[src/rtl/program_loader.sv]
// Loads packed instruction words into the CPU's instruction memory from address 0,
// holding the CPU in reset until a halt has been stored.
module program_loader #(
   parameter int ADDR_W = 6
) (
   input  logic              CLK,
   input  logic              Reset,
   input  logic              start,
   input  logic              in_valid,
   output logic              in_ready,
   input  logic [5:0]        in_op,
   input  logic [4:0]        in_rs,
   input  logic [4:0]        in_rt,
   input  logic [4:0]        in_rd,
   input  logic [15:0]       in_imm,
   output logic              mem_we,
   output logic [ADDR_W-1:0] mem_addr,
   output logic [31:0]       mem_wdata,
   output logic              cpu_reset,
   output logic              busy,
   output logic              done,
   output logic              err,
   output logic [ADDR_W:0]   count
);

   localparam logic [5:0]        OP_HALT = 6'b111111;
   localparam logic [ADDR_W-1:0] LAST    = '1;
   localparam logic [ADDR_W:0]   FULL    = {1'b1, {ADDR_W{1'b0}}};

   typedef enum logic [1:0] {S_IDLE, S_LOAD, S_DONE, S_ERROR} state_t;

   state_t            r_state, w_next;
   logic [ADDR_W-1:0] r_addr;
   logic [ADDR_W:0]   r_count;
   logic              r_in_ready, r_mem_we, r_cpu_reset, r_busy, r_done, r_err;
   logic [ADDR_W-1:0] r_mem_addr;
   logic [31:0]       r_mem_wdata;

   logic              w_legal, w_accept, w_write, w_clear;
   logic [31:0]       w_word;

   always_comb begin
      w_legal = 1'b1;
      w_word  = '0;
      case (in_op)
         6'b000000, 6'b000010, 6'b010001, 6'b010010:
            w_word = {in_op, in_rs, in_rt, in_rd, 11'b0};
         6'b100000:
            w_word = {in_op, in_rs, 5'b0, in_rd, 11'b0};
         6'b000001, 6'b010000, 6'b100110, 6'b100111, 6'b110000:
            w_word = {in_op, in_rs, in_rt, in_imm};
         OP_HALT:
            w_word = {OP_HALT, 26'b0};
         default:
            w_legal = 1'b0;
      endcase
   end

   always_ff @(posedge CLK) begin
      if (Reset) r_state <= S_IDLE;
      else       r_state <= w_next;
   end

   always_comb begin
      w_next   = r_state;
      w_clear  = 1'b0;
      w_accept = in_valid && r_in_ready;
      w_write  = w_accept && w_legal;
      case (r_state)
         S_LOAD: begin
            if (w_accept) begin
               if (!w_legal)              w_next = S_ERROR;
               else if (in_op == OP_HALT) w_next = S_DONE;
               else if (r_addr == LAST)   w_next = S_ERROR;  // no slot left for halt
            end
         end
         default: begin
            if (start) begin
               w_next  = S_LOAD;
               w_clear = 1'b1;
            end
         end
      endcase
   end

   // Status outputs are registered from the next state so they line up with the write strobe.
   always_ff @(posedge CLK) begin
      if (Reset) begin
         r_addr      <= '0;
         r_count     <= '0;
         r_in_ready  <= 1'b0;
         r_mem_we    <= 1'b0;
         r_mem_addr  <= '0;
         r_mem_wdata <= '0;
         r_cpu_reset <= 1'b1;
         r_busy      <= 1'b0;
         r_done      <= 1'b0;
         r_err       <= 1'b0;
      end else begin
         r_mem_we <= w_write;
         if (w_clear) begin
            r_addr  <= '0;
            r_count <= '0;
         end else if (w_write) begin
            r_mem_addr  <= r_addr;
            r_mem_wdata <= w_word;
            if (r_addr != LAST)  r_addr  <= r_addr + 1'b1;
            if (r_count != FULL) r_count <= r_count + 1'b1;
         end
         r_in_ready  <= (w_next == S_LOAD);
         r_busy      <= (w_next == S_LOAD);
         r_cpu_reset <= (w_next != S_DONE);
         r_done      <= (w_next == S_DONE);
         r_err       <= (w_next == S_ERROR);
      end
   end

   assign in_ready  = r_in_ready;
   assign mem_we    = r_mem_we;
   assign mem_addr  = r_mem_addr;
   assign mem_wdata = r_mem_wdata;
   assign cpu_reset = r_cpu_reset;
   assign busy      = r_busy;
   assign done      = r_done;
   assign err       = r_err;
   assign count     = r_count;

endmodule

[config.mk]
export PLATFORM = sky130hd
export DESIGN_NAME = program_loader
export DESIGN_NICKNAME = d
export VERILOG_FILES = /design/src/rtl/program_loader.sv
export SDC_FILE = /design/constraint.sdc
export NUM_CORES = 1
export LEC_CHECK = 0
export CORE_ASPECT_RATIO = 0.7
export CORE_UTILIZATION = 48
export CTS_CLUSTER_SIZE = 16
export DETAILED_ROUTE_END_ITERATION = 10
export MAX_ROUTING_LAYER = met4
export PLACE_DENSITY = 0.9
export SKIP_LAST_GASP = 1
export SLEW_MARGIN = 20
export SYNTH_ARGS = -nofsm -noshare
export SYNTH_HDL_FRONTEND = slang
export SYNTH_SLANG_ARGS = --single-unit
[constraint.sdc]
create_clock -name CLK -period 2.88 [get_ports CLK]
set_input_delay 0.576 -clock CLK [delete_from_list [all_inputs] [get_ports CLK]]
set_output_delay 0.576 -clock CLK [all_outputs]
set_load 0.01 [all_outputs]
### Word level (Yosys, flattened, before mapping)

Cells that the tools add are included.
Widths: inputs -> output; s select.

| word-level totals | value |
|---|---|
| output and inout bits | 51 |
| logic and storage cells | 51 |
| input bits | 41 |
| flip-flop bits (word level) | 58 |

| cells by class | value |
|---|---|
| bitwise operators | 1 |
| eq/ne operators | 18 |
| reduce and logical (&&, ||, !) cells | 10 |
| add/sub/neg operators | 2 |
| multiplexer cells | 10 |

Operators with widths:

| operator | count |
|---|---|
| $pmux 32 s4 | 1 |
| $eq 6x6->1 const B | 6 |
| $eq 6x5->1 const B | 3 |
| $mux 2 | 6 |
| $reduce_or 11->1 | 1 |
| $add 7x1->7 const B | 1 |
| $ne 7x7->1 const B | 1 |
| $add 6x1->6 const B | 1 |
| $eq 6x1->1 const B | 1 |
| $eq 6x2->1 const B | 1 |
| $logic_not 6->1 | 1 |
| $ne 6x6->1 const B | 1 |
| $reduce_and 2->1 | 3 |
| $reduce_or 5->1 | 1 |
| $eq 2x1->1 const B | 2 |
| $eq 2x2->1 const B | 2 |
| $reduce_or 4->1 | 1 |
| $mux 1 | 3 |
| $logic_and 1x1->1 | 2 |
| $ne 2x2->1 const B | 1 |
| $reduce_or 2->1 | 1 |
| $not 1->1 | 1 |

### Depth between registers and ports, before layout

| logic depth | value |
|---|---|
| word-level depth | 7 |
| depth in mapped cells | 8 |
| mapped depth without buffers | 6 |

### Worst setup path before layout

OpenSTA, ideal clock, no wires.

| path | value |
|---|---|
| path kind | input to register |
| start | input port in_op[1] |
| end | register r_addr[5] |
| data arrival time | 1960 ps |
| stages on the path | 7 |
| buffers on the path | 2 |
| path slack | 792 ps |
| data required time | 2752 ps |
| setup time | 128 ps |
| cell sequence | buf_6 > or3_4 > a31o_1 > buf_6 > a2111oi_4 > xnor2_1 > nor2_1 |

| between the ends | value |
|---|---|
| cells in the longest elaborated chain, start to end | 5 |
| elaborated cells between the ends (all ways) | 15 |
| classes of those cells | eq/ne: 10; mux: 1; reduce/logical: 4 |

Ends and longest elaborated chain:

| item | line | RTL |
|---|---|---|
| start: declaration | 11 | `input logic [5:0] in_op,` |
| $eq 6x6->1 (tied with other cells) | 45 | `case (in_op)` |
| $reduce_or 11->1 (no line) * | - |  |
| $mux 1 * | 45 |  |
| $logic_and 1x1->1 * | 68 | `w_write = w_accept && w_legal;` |
| $reduce_and 2->1 (no line) * | - |  |
| end signal: assignment | 107 | `if (r_addr != LAST) r_addr <= r_addr + 1'b1;` |
| end: declaration | 33 | `logic [ADDR_W-1:0] r_addr;` |

Mark *: on every way between the ends. The rest lies on a longest branch, timed or not.
A chain may end at the register's enable or synchronous reset.

### Final worst setup path

| path | value |
|---|---|
| start | input port in_op[2] |
| end | register r_cpu_reset (netlist: cpu_reset) |

| between the ends | value |
|---|---|
| cells in the longest elaborated chain, start to end | 7 |
| elaborated cells between the ends (all ways) | 18 |
| classes of those cells | eq/ne: 11; mux: 5; reduce/logical: 2 |

Ends and longest elaborated chain:

| item | line | RTL |
|---|---|---|
| $eq 6x6->1 (tied with other cells) | 45, 73 |  |
| $reduce_or 11->1 (no line) | - |  |
| $mux 1 | 45 |  |
| $mux 2 * | 72 | `if (!w_legal) w_next = S_ERROR;` |
| $mux 2 * | 71 | `if (w_accept) begin` |
| $mux 2 * | 69 | `case (r_state)` |
| $ne 2x2->1 * | 112 | `r_cpu_reset <= (w_next != S_DONE);` |
| end signal: assignment | 112 |  |
| end: declaration | 35 | `logic r_in_ready, r_mem_we, r_cpu_reset, r_busy, r_done, r_err;` |

Marks and branches as above.

==> impl_results.md <==
- CP Capture Point: cpu_reset
- Synth-to-Final Area Change: 48.6%
- Vias: 2577
- Max frequency: 409 MHz
- Clock sinks: 58
- R2r startpoint: busy
- CTS tree: done
- Layout Skew: 0.00711 ns
- IO Count: 92
- Clock transition at the registers of the reported paths: 0.06 ns
- Nets: 447
- Multi-input logic area: 0.00124 mm²
- Synthesized area: 0.00256 mm²
- Final GP Congestion: 0.878
- Tmin final: 2.44 ns
- Internal power: 0.00147 W
- Seq pwr share: 43.5%
- Net Sw Frac: 21.4%
- FF-to-FF path depth: 6
- Comb pwr share: 9.1%
- Residual DRC: 0
- Final setup margin: 0.436 ns
- Synthesized net count: 349
- CP Data Arrival Time: 2.66 ns
- Syn_area_per_cell: 8.38 µm²
- Chip Width: 89.2 µm
- Total power: 0.00187 W
- CP Max Fanout: 9
- Postcts setup bufs: 0
- Gr usage total: 28.9%
- CP Data Required Time: 3.10 ns
- First-pass GRT wire length: 12.1 mm
- Core ar.: 0.00494 mm²
- DP Area: 0.00357 mm²
- Slew margin rel.: 60.5%
- Final antenna-violating net count: 0
- Outcome: finished clean
- Die H: 63.1 µm
- Vias in the first global route: 2533
- Routed wire length: 7.27 mm
- Filler cells: 366
- Seq/Total Area, Yosys: 45.4%
- Synth async-reset ratio: 0%
- Number of buffers created by CTS: 9
- Finished Cell Area: 0.00380 mm²
- Setup CP Type: in2reg
- Post-synth top flop: dfxtp_1
- Number of library cell types mapped by synthesis: 45
- WL/cell: 15.2 µm
- Share of post-route cells with drive strength above 1: 9.80%
- Die area: 0.00563 mm²
- Peak supply drop: 0.000429 V
- Initial Utilization: 51.7%
- Worst-Margin Slew: 0.590 ns
- Setup crit start: in_op[2]
- 1st-iter DRT viols: 173
- # rows: 21
- Hold WC Path Type: reg2reg
- TNS Setup: 0 ns
- # resized after CTS: 0
- CTS hold repair buffers: 0
- Yosys Warn Count: 0
- Hpwl dp: 5.18 mm
- EDFF count, synth: 0
- Reg2reg end: mem_wdata[2]
- Cells after DPL: 461
- Antenna diodes: 0
- H-tree depth: 3
- Vias per inst: 5.40
- Clock latency on the worst-skew pair: 0.33 ns
- Startpoint types: input pin
- Global route total overflow: 0
- Antenna violations before repair: 0
- Final Hold Vio Count: 0
- Register bit total from synthesis: 58
- Clock root cell: clkbuf_8
- Clock buffer depth: 2
- Port bufs: 91
- Crit. End Element: flop
- RSZ-0062 raised after global routing: no
- Clock share of power: 47.4%
- Pre-CTS setup slack: 0.180 ns
- Tcrit/Tclk final: 84.8%
- DR pass1 iterations: 4
- Most common cell after layout, fill and taps aside: clkdlybuf4s50_1
- Finished Layout Cells: 477
- R2R setup slack: 1.04 ns
- Psw: 0.000400 W
- Max Cap Violations: 0
- Register area: 0.00116 mm²
- Most frequent cells in the layout: clkdlybuf4s50_1 (91), dfxtp_1 (58), nand2_1 (46)
- Power density over the cells: 491 mW/mm²
- Max Slew Vio Count: 0
- Cells after synthesis: 305
- Total leakage power: 1.30 nW
- Largest net degree at the start of global routing: 44
- Final setup violation count: 0
-- layout make-up --
| class | count | share of cell area, % |
|---|---|---|
| clock buffers | 10 | 3.36 |
| clock inverters | 6 | 2.77 |
| inverters | 7 | 0.692 |
| multi-input cells | 217 | 32.6 |
| flip-flops and latches | 58 | 30.6 |
| well taps | 69 | 2.27 |
| repair buffers | 110 | 27.7 |
-- cells in the mapped netlist, types with 2 or more instances --
cell	count	area share, %
buf_6	4	1.8
a21oi_1	36	7.0
ha_1	3	1.5
o2111ai_1	2	0.69
nor2_1	26	3.8
dfxtp_1	58	45
a211o_1	2	0.69
buf_4	3	0.88
nor3_1	8	1.6
o211ai_1	2	0.59
a211oi_1	5	1.5
and3_1	2	0.49
o21ai_0	8	1.6
xnor2_1	8	2.7
nand2_1	46	6.8
xor2_1	4	1.4
a31oi_1	3	0.73
inv_1	7	1.0
a221oi_1	5	1.7
mux2i_1	3	1.2
clkbuf_1	10	1.5
buf_2	5	0.98
nand3_1	30	5.9
o32a_1	2	0.78
nand2b_1	3	0.73
-- critical path, cell delays in order --
cell and delay (ns):
clkdlybuf4s50_1 0.55, nand4b_1 0.29, a31o_1 0.39, nor3_1 0.13, o32a_1 0.35, or3_1 0.36
-- metal layers --
layer,share of wire [%],vias to the layer above,global-route usage (%)
met4,1.1,0,8.73
met1,44,1208,35.7
met3,7.4,10,8.91
li1,-,1257,-
met2,48,102,45.1
met5,0,-,-
-- logic make-up (layout without fill, tap and decap cells) --
kind of cell / after synthesis / in the layout / synth area share [%]
buffers and inverters: 30 / 133 / 6.27
AO/OA/AOI/OAI: 73 / 73 / 18.9
flip-flops: 58 / 58 / 45.4
multiplexers: 3 / 3 / 1.17
AND/OR/NAND/NOR: 126 / 126 / 22.6
adder cells (fa/ha/maj): 3 / 3 / 1.47
XOR/XNOR: 12 / 12 / 4.11
-- through the flow --
| stage | utilization [%] | hold slack (ns) |
|---|---|---|
| finish | 76.9 | 0.449 |
| global route | 76.9 | 0.468 |
| CTS | 76.9 | 0.453 |
| detailed placement | 72.2 | 0.443 |
| global placement | 72.2 | 0.438 |
| floorplan | - | 0.457 |
-- sequential cells by signal, summed over array words and instances (netlist names), named ones only --
| name | flops |
|---|---|
| count | 7 |
| err | 1 |
| cpu_reset | 1 |
| busy | 1 |
| done | 1 |
| r_state | 1 |
| mem_we | 1 |
| mem_addr | 6 |
| mem_wdata | 32 |
| r_addr | 6 |
-- power by group through the flow --
stage / Sequential [W] / Combinational, W / Clock [W]
after global routing: 0.000812 / 0.000184 / 0.000941
after global placement: 0.000830 / 0.000163 / 0
after floorplan: 0.000832 / 0.0000754 / 0
final: 0.000812 / 0.000171 / 0.000884
after detailed placement: 0.000830 / 0.000166 / 0
after CTS: 0.000812 / 0.000169 / 0.000900
-- worst min-delay path by stage --
stage                    endpoint  slack [ns]     startpoint  cells past startpoint
floorplan             mem_addr[5]        0.46      r_addr[5]                      2
global placement    mem_wdata[16]        0.44  mem_wdata[16]                      2
detailed placement  mem_wdata[21]        0.44  mem_wdata[21]                      2
CTS                 mem_wdata[21]        0.45  mem_wdata[21]                      2
global route        mem_wdata[21]        0.47  mem_wdata[21]                      2
finish               mem_wdata[8]        0.45   mem_wdata[8]                      2
(Power assumes the default switching activity.)
